File: src/rtl/x_top_uart_arb_pkg.sv
// ---------------------------------------------------------------------------
// x_top_uart_arb_pkg
// Shared types and constants for the packet-level UART transmit arbiter.
//   arb_state_t     : FSM states of the arbiter (IDLE, TAG, DATA)
//   ARB_TAG_PREFIX  : upper nibble of the tag byte sent ahead of a packet
//   ARB_CNT_W       : width of the per-packet byte counter
// ---------------------------------------------------------------------------
package x_top_uart_arb_pkg;

  typedef enum logic [1:0] {
    IDLE = 2'd0,
    TAG  = 2'd1,
    DATA = 2'd2
  } arb_state_t;

  localparam logic [7:0] ARB_TAG_PREFIX = 8'hA0;
  localparam int         ARB_CNT_W      = 8;

endpackage

File: src/rtl/x_top_uart_tx_arb_if.sv
// ---------------------------------------------------------------------------
// x_top_uart_tx_arb_if
// Byte-stream bundle between p_n requesters, the arbiter and the transmitter.
//   i_valid  [p_n]   : per-requester byte valid
//   i_data   [8*p_n] : per-requester byte, requester k in bits [8k+7:8k]
//   i_last   [p_n]   : per-requester end-of-packet flag
//   o_accept [p_n]   : per-requester byte taken this cycle
//   o_valid          : byte valid towards the transmitter
//   o_data   [8]     : byte towards the transmitter
//   i_accept         : transmitter took the byte
// Modports:
//   slave  : the arbiter's view
//   master : the requester/transmitter side (testbench)
// ---------------------------------------------------------------------------
interface x_top_uart_tx_arb_if #(
  parameter int p_n = 4
);

  logic [p_n-1:0]   i_valid;
  logic [8*p_n-1:0] i_data;
  logic [p_n-1:0]   i_last;
  logic [p_n-1:0]   o_accept;
  logic             o_valid;
  logic [7:0]       o_data;
  logic             i_accept;

  modport slave (
    input  i_valid, i_data, i_last, i_accept,
    output o_accept, o_valid, o_data
  );

  modport master (
    output i_valid, i_data, i_last, i_accept,
    input  o_accept, o_valid, o_data
  );

endinterface

File: src/rtl/x_top_uart_arb_rr.sv
// ---------------------------------------------------------------------------
// x_top_uart_arb_rr
// Combinational round-robin picker, shared with other arbiters.
//   req     [p_n] : request vector
//   ptr           : index where the search starts
//   gnt_idx       : lowest requesting index >= ptr, else lowest requesting index
//   any           : at least one request is present
// ---------------------------------------------------------------------------
module x_top_uart_arb_rr
  import x_top_uart_arb_pkg::*;
#(
  parameter  int p_n = 4,
  localparam int gw  = (p_n > 1) ? $clog2(p_n) : 1
) (
  input  logic [p_n-1:0] req,
  input  logic [gw-1:0]  ptr,
  output logic [gw-1:0]  gnt_idx,
  output logic           any
);

  // Two descending scans: the first finds the lowest requester overall (the
  // wrap-around fallback), the second overrides it with the lowest requester
  // at or above ptr whenever one exists.
  always_comb begin
    gnt_idx = '0;
    any     = |req;
    for (int k = p_n - 1; k >= 0; k--) begin
      if (req[k]) begin
        gnt_idx = gw'(k);
      end
    end
    for (int k = p_n - 1; k >= 0; k--) begin
      if (req[k] && (k >= int'(ptr))) begin
        gnt_idx = gw'(k);
      end
    end
  end

endmodule

File: src/rtl/x_top_uart_tx_arb.sv
// ---------------------------------------------------------------------------
// x_top_uart_tx_arb
// Packet-level round-robin arbiter sharing one UART transmitter between p_n
// byte-stream requesters. A grant is held from the first byte of a packet up
// to the byte flagged last, or until p_max_len bytes were taken (forced
// release, flagged by a one-cycle o_trunc pulse).
//   i_clk    : clock, rising edge
//   i_rst    : synchronous reset, active-high
//   bus      : x_top_uart_tx_arb_if.slave (requester and transmitter side)
//   o_busy   : a grant is held
//   o_grant  : index of the current or last grantee
//   o_trunc  : one-cycle pulse after a forced release
// Optional feature: define X_TOP_UART_ARB_TAG_EN to send a tag byte
// (ARB_TAG_PREFIX | grantee) ahead of every packet.
// ---------------------------------------------------------------------------
module x_top_uart_tx_arb
  import x_top_uart_arb_pkg::*;
#(
  parameter  int p_n       = 4,
  parameter  int p_max_len = 64,
  localparam int gw        = (p_n > 1) ? $clog2(p_n) : 1
) (
  input  logic               i_clk,
  input  logic               i_rst,
  x_top_uart_tx_arb_if.slave bus,
  output logic               o_busy,
  output logic [gw-1:0]      o_grant,
  output logic               o_trunc
);

  localparam logic [ARB_CNT_W-1:0] cnt_limit = ARB_CNT_W'(p_max_len - 1);
  localparam logic [gw-1:0]        last_idx  = gw'(p_n - 1);

  arb_state_t           state;
  arb_state_t           state_nxt;
  logic [gw-1:0]        ptr;
  logic [gw-1:0]        ptr_nxt;
  logic [gw-1:0]        grant_nxt;
  logic [ARB_CNT_W-1:0] cnt;
  logic [ARB_CNT_W-1:0] cnt_nxt;
  logic                 trunc_nxt;
  logic                 take;
  logic                 valid_mux;
  logic [7:0]           data_mux;
  logic [p_n-1:0]       accept_vec;
  logic [gw-1:0]        pick_idx;
  logic                 pick_any;

  x_top_uart_arb_rr #(
    .p_n (p_n)
  ) u_rr (
    .req     (bus.i_valid),
    .ptr     (ptr),
    .gnt_idx (pick_idx),
    .any     (pick_any)
  );

  // Next-state and output logic. In DATA the grantee's byte and valid pass
  // straight through to the transmitter and the transmitter's accept is
  // fanned back to the grantee only, so there is no buffering stage. The
  // pointer wrap uses an explicit compare so non power-of-two p_n works.
  always_comb begin
    state_nxt  = state;
    ptr_nxt    = ptr;
    grant_nxt  = o_grant;
    cnt_nxt    = cnt;
    trunc_nxt  = 1'b0;
    take       = 1'b0;
    valid_mux  = 1'b0;
    data_mux   = '0;
    accept_vec = '0;
    case (state)
      IDLE: begin
        if (pick_any) begin
          grant_nxt = pick_idx;
          cnt_nxt   = '0;
`ifdef X_TOP_UART_ARB_TAG_EN
          state_nxt = TAG;
`else
          state_nxt = DATA;
`endif
        end
      end
      TAG: begin
`ifdef X_TOP_UART_ARB_TAG_EN
        valid_mux = 1'b1;
        data_mux  = ARB_TAG_PREFIX | 8'(o_grant);
        if (bus.i_accept) begin
          state_nxt = DATA;
        end
`else
        state_nxt = IDLE;
`endif
      end
      DATA: begin
        valid_mux           = bus.i_valid[o_grant];
        data_mux            = bus.i_data[{o_grant, 3'b000} +: 8];
        take                = bus.i_accept & valid_mux;
        accept_vec[o_grant] = take;
        if (take) begin
          cnt_nxt = cnt + 1'b1;
          if (bus.i_last[o_grant] || (cnt == cnt_limit)) begin
            state_nxt = IDLE;
            ptr_nxt   = (o_grant == last_idx) ? '0 : o_grant + 1'b1;
            trunc_nxt = ~bus.i_last[o_grant];
          end
        end
      end
      default: begin
        state_nxt = IDLE;
      end
    endcase
  end

  // State register; a reset mid-packet simply drops the grant.
  always_ff @(posedge i_clk) begin
    if (i_rst) begin
      state   <= IDLE;
      ptr     <= '0;
      o_grant <= '0;
      cnt     <= '0;
      o_trunc <= 1'b0;
    end else begin
      state   <= state_nxt;
      ptr     <= ptr_nxt;
      o_grant <= grant_nxt;
      cnt     <= cnt_nxt;
      o_trunc <= trunc_nxt;
    end
  end

  assign o_busy       = (state != IDLE);
  assign bus.o_valid  = valid_mux;
  assign bus.o_data   = data_mux;
  assign bus.o_accept = accept_vec;

endmodule
File: src/flat_wrapper.sv
// flat-port wrapper written by rule: the top's interface ports become plain ports
module x_top_uart_tx_arb_flat import x_top_uart_arb_pkg::*;
#(
  parameter  int p_n       = 4,
  parameter  int p_max_len = 64,
  localparam int gw        = (p_n > 1) ? $clog2(p_n) : 1
)
  (i_clk, i_rst, o_busy, o_grant, o_trunc, bus_i_valid, bus_i_data, bus_i_last, bus_i_accept, bus_o_accept, bus_o_valid, bus_o_data);
  x_top_uart_tx_arb_if #(.p_n(p_n)) bus_i ();
  input  logic i_clk;
  input  logic i_rst;
  output logic o_busy;
  output logic [gw-1:0] o_grant;
  output logic o_trunc;
  input wire logic [$bits(bus_i.i_valid)-1:0] bus_i_valid;
  input wire logic [$bits(bus_i.i_data)-1:0] bus_i_data;
  input wire logic [$bits(bus_i.i_last)-1:0] bus_i_last;
  input wire logic [$bits(bus_i.i_accept)-1:0] bus_i_accept;
  output wire logic [$bits(bus_i.o_accept)-1:0] bus_o_accept;
  output wire logic [$bits(bus_i.o_valid)-1:0] bus_o_valid;
  output wire logic [$bits(bus_i.o_data)-1:0] bus_o_data;
  assign bus_i.i_valid = bus_i_valid;
  assign bus_i.i_data = bus_i_data;
  assign bus_i.i_last = bus_i_last;
  assign bus_i.i_accept = bus_i_accept;
  assign bus_o_accept = bus_i.o_accept;
  assign bus_o_valid = bus_i.o_valid;
  assign bus_o_data = bus_i.o_data;
  x_top_uart_tx_arb #(.p_n(p_n), .p_max_len(p_max_len)) u_core (.i_clk(i_clk), .i_rst(i_rst), .bus(bus_i), .o_busy(o_busy), .o_grant(o_grant), .o_trunc(o_trunc));
endmodule
File: config.mk
export PLATFORM = sky130hd
export DESIGN_NAME = x_top_uart_tx_arb_flat
export DESIGN_NICKNAME = d
export VERILOG_FILES = /design/src/rtl/x_top_uart_arb_pkg.sv /design/src/rtl/x_top_uart_tx_arb_if.sv /design/src/rtl/x_top_uart_arb_rr.sv /design/src/rtl/x_top_uart_tx_arb.sv /design/src/flat_wrapper.sv
export SDC_FILE = /design/constraint.sdc
export NUM_CORES = 1
export LEC_CHECK = 0
export BUFFER_PORTS_ARGS = -buffer_cell sky130_fd_sc_hd__buf_2
export CAP_MARGIN = 25
export CORE_MARGIN = 10
export CORE_UTILIZATION = 31
export CTS_CLUSTER_DIAMETER = 150
export DETAILED_ROUTE_END_ITERATION = 8
export SETUP_SLACK_MARGIN = 0.3
export SLEW_MARGIN = 5
export SYNTH_ARGS = -nofsm -noshare
export SYNTH_HDL_FRONTEND = slang
export SYNTH_SLANG_ARGS = --single-unit
File: constraint.sdc
create_clock -name i_clk -period 2.24 [get_ports i_clk]
set_input_delay 0 -clock i_clk [delete_from_list [all_inputs] [get_ports i_clk]]
set_output_delay 0 -clock i_clk [all_outputs]
set_load 0.01 [all_outputs]
==> flow_metrics.py <==
metrics = {
    "status": {
        "status": "completed",
    },
    "synthesis": {
        "synth-async-reset-ratio_pct": 0,
        "syn_avg_cell_area_sq_um": 9.22,
        "synth_top_cell_by_area": "dfxtp_1",
        "syn-num-nets": 171,
        "ys_top_cells_by_area": "dfxtp_1 25%, mux4_2 18%, and2_1 6.6%",
        "synthDistinctLibCells": 39,
        "synth_top_cells_by_count": "14 x dfxtp_1, 12 x and2_1, 9 x mux4_2, 9 x nand2_1, 9 x nor2_1",
        "synth_most_common_cell": "dfxtp_1",
        "synth_ff_type": "dfxtp_1",
        "synth_edf_count": 0,
        "syn_area_sq_um": 1130,
        "synth-seq-area-share_pct": 24.7,
        "syn_inst": 123,
        "yosys_warnings": 0,
        "synth_top_area_share_pct": 24.7,
        "ys_ff_latch": 14,
    },
    "grt": {
        "use_met1_pct": 12.3,
        "antenna_found_initial": 0,
        "grt_pass1_wl_um": 5910,
        "grt_usage_pct": 11.1,
        "grt_max_degree": 17,
        "grt-ovfl-total": 0,
        "use_met3_pct": 2.90,
        "grt_pass1_vias": 1277,
        "grt_busiest_layer": "met2",
        "met2_usage_pct": 19.8,
    },
    "sta": {
        "fin_skew_ns": 0.00149,
        "worst_pin_slew_ns": 0.358,
        "setup_viol_count_final": 0,
        "relSlewSlack_pct": 76.1,
        "hold_ws_ns": 0.118,
        "post-route-min-period_ns": 1.74,
        "rsz0062_at_grt": "no",
        "finalSetupTns_ns": 0,
        "max_freq_mhz": 574,
        "finalCritPeriodShare_pct": 77.8,
        "drv_slew": 0,
        "finalHoldViolCount": 0,
    },
    "setup_path": {
        "path_max_fanout": 14,
        "critPathCaptureType": "register",
        "r2r.worst_path.cells": 5,
        "r2r_start": "u_core.o_grant[1]$_SDFFE_PP0P_",
        "worstPathRequired_ns": 2.37,
        "arrival_ns": 1.87,
        "cp-start-kind": "register",
        "path_class": "reg2reg",
        "r2r_slack_ns": 0.50,
        "regToRegEndpoint": "u_core.ptr[0]$_SDFFE_PP0P_",
    },
    "die": {
        "die_w_um": 80.5,
        "io_pins": 60,
        "row_count": 21,
        "start_util_pct": 32.9,
        "core_region_area_sq_um": 3440,
        "dieArea_sq_um": 6480,
        "die_height_um": 80.5,
    },
    "layout": {
        "layout-drive-gt1-share_pct": 45.1,
        "num_antenna_cells": 0,
        "area_delta_synth_final_pct": 34.9,
        "nets": 232,
        "fill_cells": 342,
    },
    "routing": {
        "drtPass1Iterations": 4,
        "num_vias": 1244,
        "ant_nets": 0,
        "wirelength_um": 3820,
        "via_per_inst": 5.46,
        "dr.first_iter.drc_count": 48,
        "wl_per_cell_um": 16.7,
        "route.detailed.drc": 0,
    },
    "power_and_ir_drop": {
        "power_density_nw_per_um2": 430,
        "ir_drop_mv": 0.239,
        "leakage_nw": 0.666,
    },
    "hold_path": {
        "hold_class": "in2reg",
        "hp-start": "i_rst",
        "min_to": "u_core.cnt[1]$_SDFFE_PP0P_",
        "holdPathStages": 2,
    },
    "clocking": {
        "cts_sinks": 14,
        "clkLatencyLatePin_ns": 0.24,
        "htree_levels": 1,
        "cts_buffer_depth": 2,
        "clkTransAtPathRegs_ns": 0.05,
        "ctsRootBufferMaster": "clkbuf_8",
        "cts_tree": "built",
        "numCtsBuffers": 3,
    },
    "placement": {
        "hpwl_um": 3150,
        "port_buffers": 59,
        "gp_congestion": 0.896,
    },
    "job": {
        "max_cap_viol_count": 0,
    },
}
[cell type report]
class | instances | area [sq um] | area share, %
timing repair buffer | 63 | 325 | 21.3
sequential | 14 | 282 | 18.4
inverter | 4 | 15.0 | 0.982
tap | 46 | 57.6 | 3.76
clock buffer | 3 | 41.3 | 2.70
multi-input combinational | 98 | 808 | 52.9
[critical path, cell delays in order (launching register included)]
cell and delay (ns):
dfxtp_1 0.36, buf_4 0.23, mux4_2 0.34, a41oi_1 0.24, nor2_1 0.13, mux2_1 0.33
[per-stage QoR]
| stage | worst slack (ns) | power [mW] | cell area (sq um) | util, % | cells |
|---|---|---|---|---|---|
| after floorplan | 0.396 | 0.375 | 1130 | - | 123 |
| after global placement | 0.547 | 0.453 | 1480 | 43.0 | 224 |
| after detailed placement | 0.453 | 0.457 | 1480 | 43.0 | 224 |
| after CTS | 0.429 | 0.659 | 1520 | 44.2 | 227 |
| after global routing | 0.397 | 0.690 | 1530 | 44.4 | 228 |
| final | 0.498 | 0.657 | 1530 | 44.4 | 228 |
[report_power, final]
part,internal [mW],switching [mW],total [mW],leakage (nW)
sequential,0.255,0.00925,0.265,0.114
clock,0.119,0.0834,0.202,0.0216
combinational,0.0989,0.0911,0.190,0.530
total,0.473,0.184,0.657,0.666
[per-layer routing]
metal  part of all wire [%]  wire (um)
met4                   0.92         35
met2                     46       1770
met3                     11        416
met5                      0          0
met1                     42       1600
[cell usage in the layout (no fill, tap or decap), types with 2 or more instances in the layout]
cell,n
clkbuf_8,3
a41oi_1,3
buf_4,4
ha_1,5
a21oi_1,6
dfxtp_1,13
inv_1,4
a22oi_1,2
a31oi_1,2
nor3_1,2
nand3_1,4
nor4_1,2
or4_1,2
a311oi_1,4
nand2_1,9
buf_2,59
and3_1,2
mux2i_1,2
mux2_2,2
and2_1,12
nor2b_1,2
nand2b_1,4
mux4_2,9
nor2_1,9
[worst max-delay path by stage]
| stage | start | to | slack [ns] |
|---|---|---|---|
| after CTS | u_core.state[1]$_SDFFE_PP0P_ | bus_o_accept[0] | 0.43 |
| final | u_core.o_grant[1]$_SDFFE_PP0P_ | u_core.ptr[0]$_SDFFE_PP0P_ | 0.50 |
| after global placement | u_core.o_grant[0]$_SDFFE_PP0P_ | u_core.ptr[0]$_SDFFE_PP0P_ | 0.55 |
| after floorplan | u_core.o_grant[0]$_SDFFE_PP0P_ | u_core.ptr[0]$_SDFFE_PP0P_ | 0.40 |
| after detailed placement | u_core.o_grant[1]$_SDFFE_PP0P_ | u_core.cnt[3]$_SDFFE_PP0P_ | 0.45 |
| after global routing | u_core.cnt[1]$_SDFFE_PP0P_ | u_core.ptr[0]$_SDFFE_PP0P_ | 0.40 |
[logic make-up (layout without fill, tap and decap cells)]
| family | after synthesis | after routing | share of synthesized area [%] |
|---|---|---|---|
| AND/OR/NAND/NOR | 52 | 52 | 25.3 |
| AO/OA/AOI/OAI | 27 | 27 | 17.9 |
| multiplexers | 14 | 14 | 22.6 |
| flip-flops | 14 | 14 | 24.7 |
| buffers and inverters | 11 | 70 | 3.97 |
| adder cells (fa/ha/maj) | 5 | 5 | 5.52 |
[sequential cells by signal, indices dropped and copies added, names as in the netlist]
name	count
u_core.o_trunc	1
u_core.ptr	2
u_core.state	1
u_core.o_grant	2
u_core.cnt	8
[timing repair]
| item | in CTS | in global routing |
|---|---|---|
| endpoints found under the hold margin | 0 | 0 |
| endpoints found under the setup margin | 0 | 3 |
| hold buffers | 0 | 0 |
| setup buffers | 0 | 1 |
| resized for setup | 0 | 1 |
(Power assumes the default switching activity.)
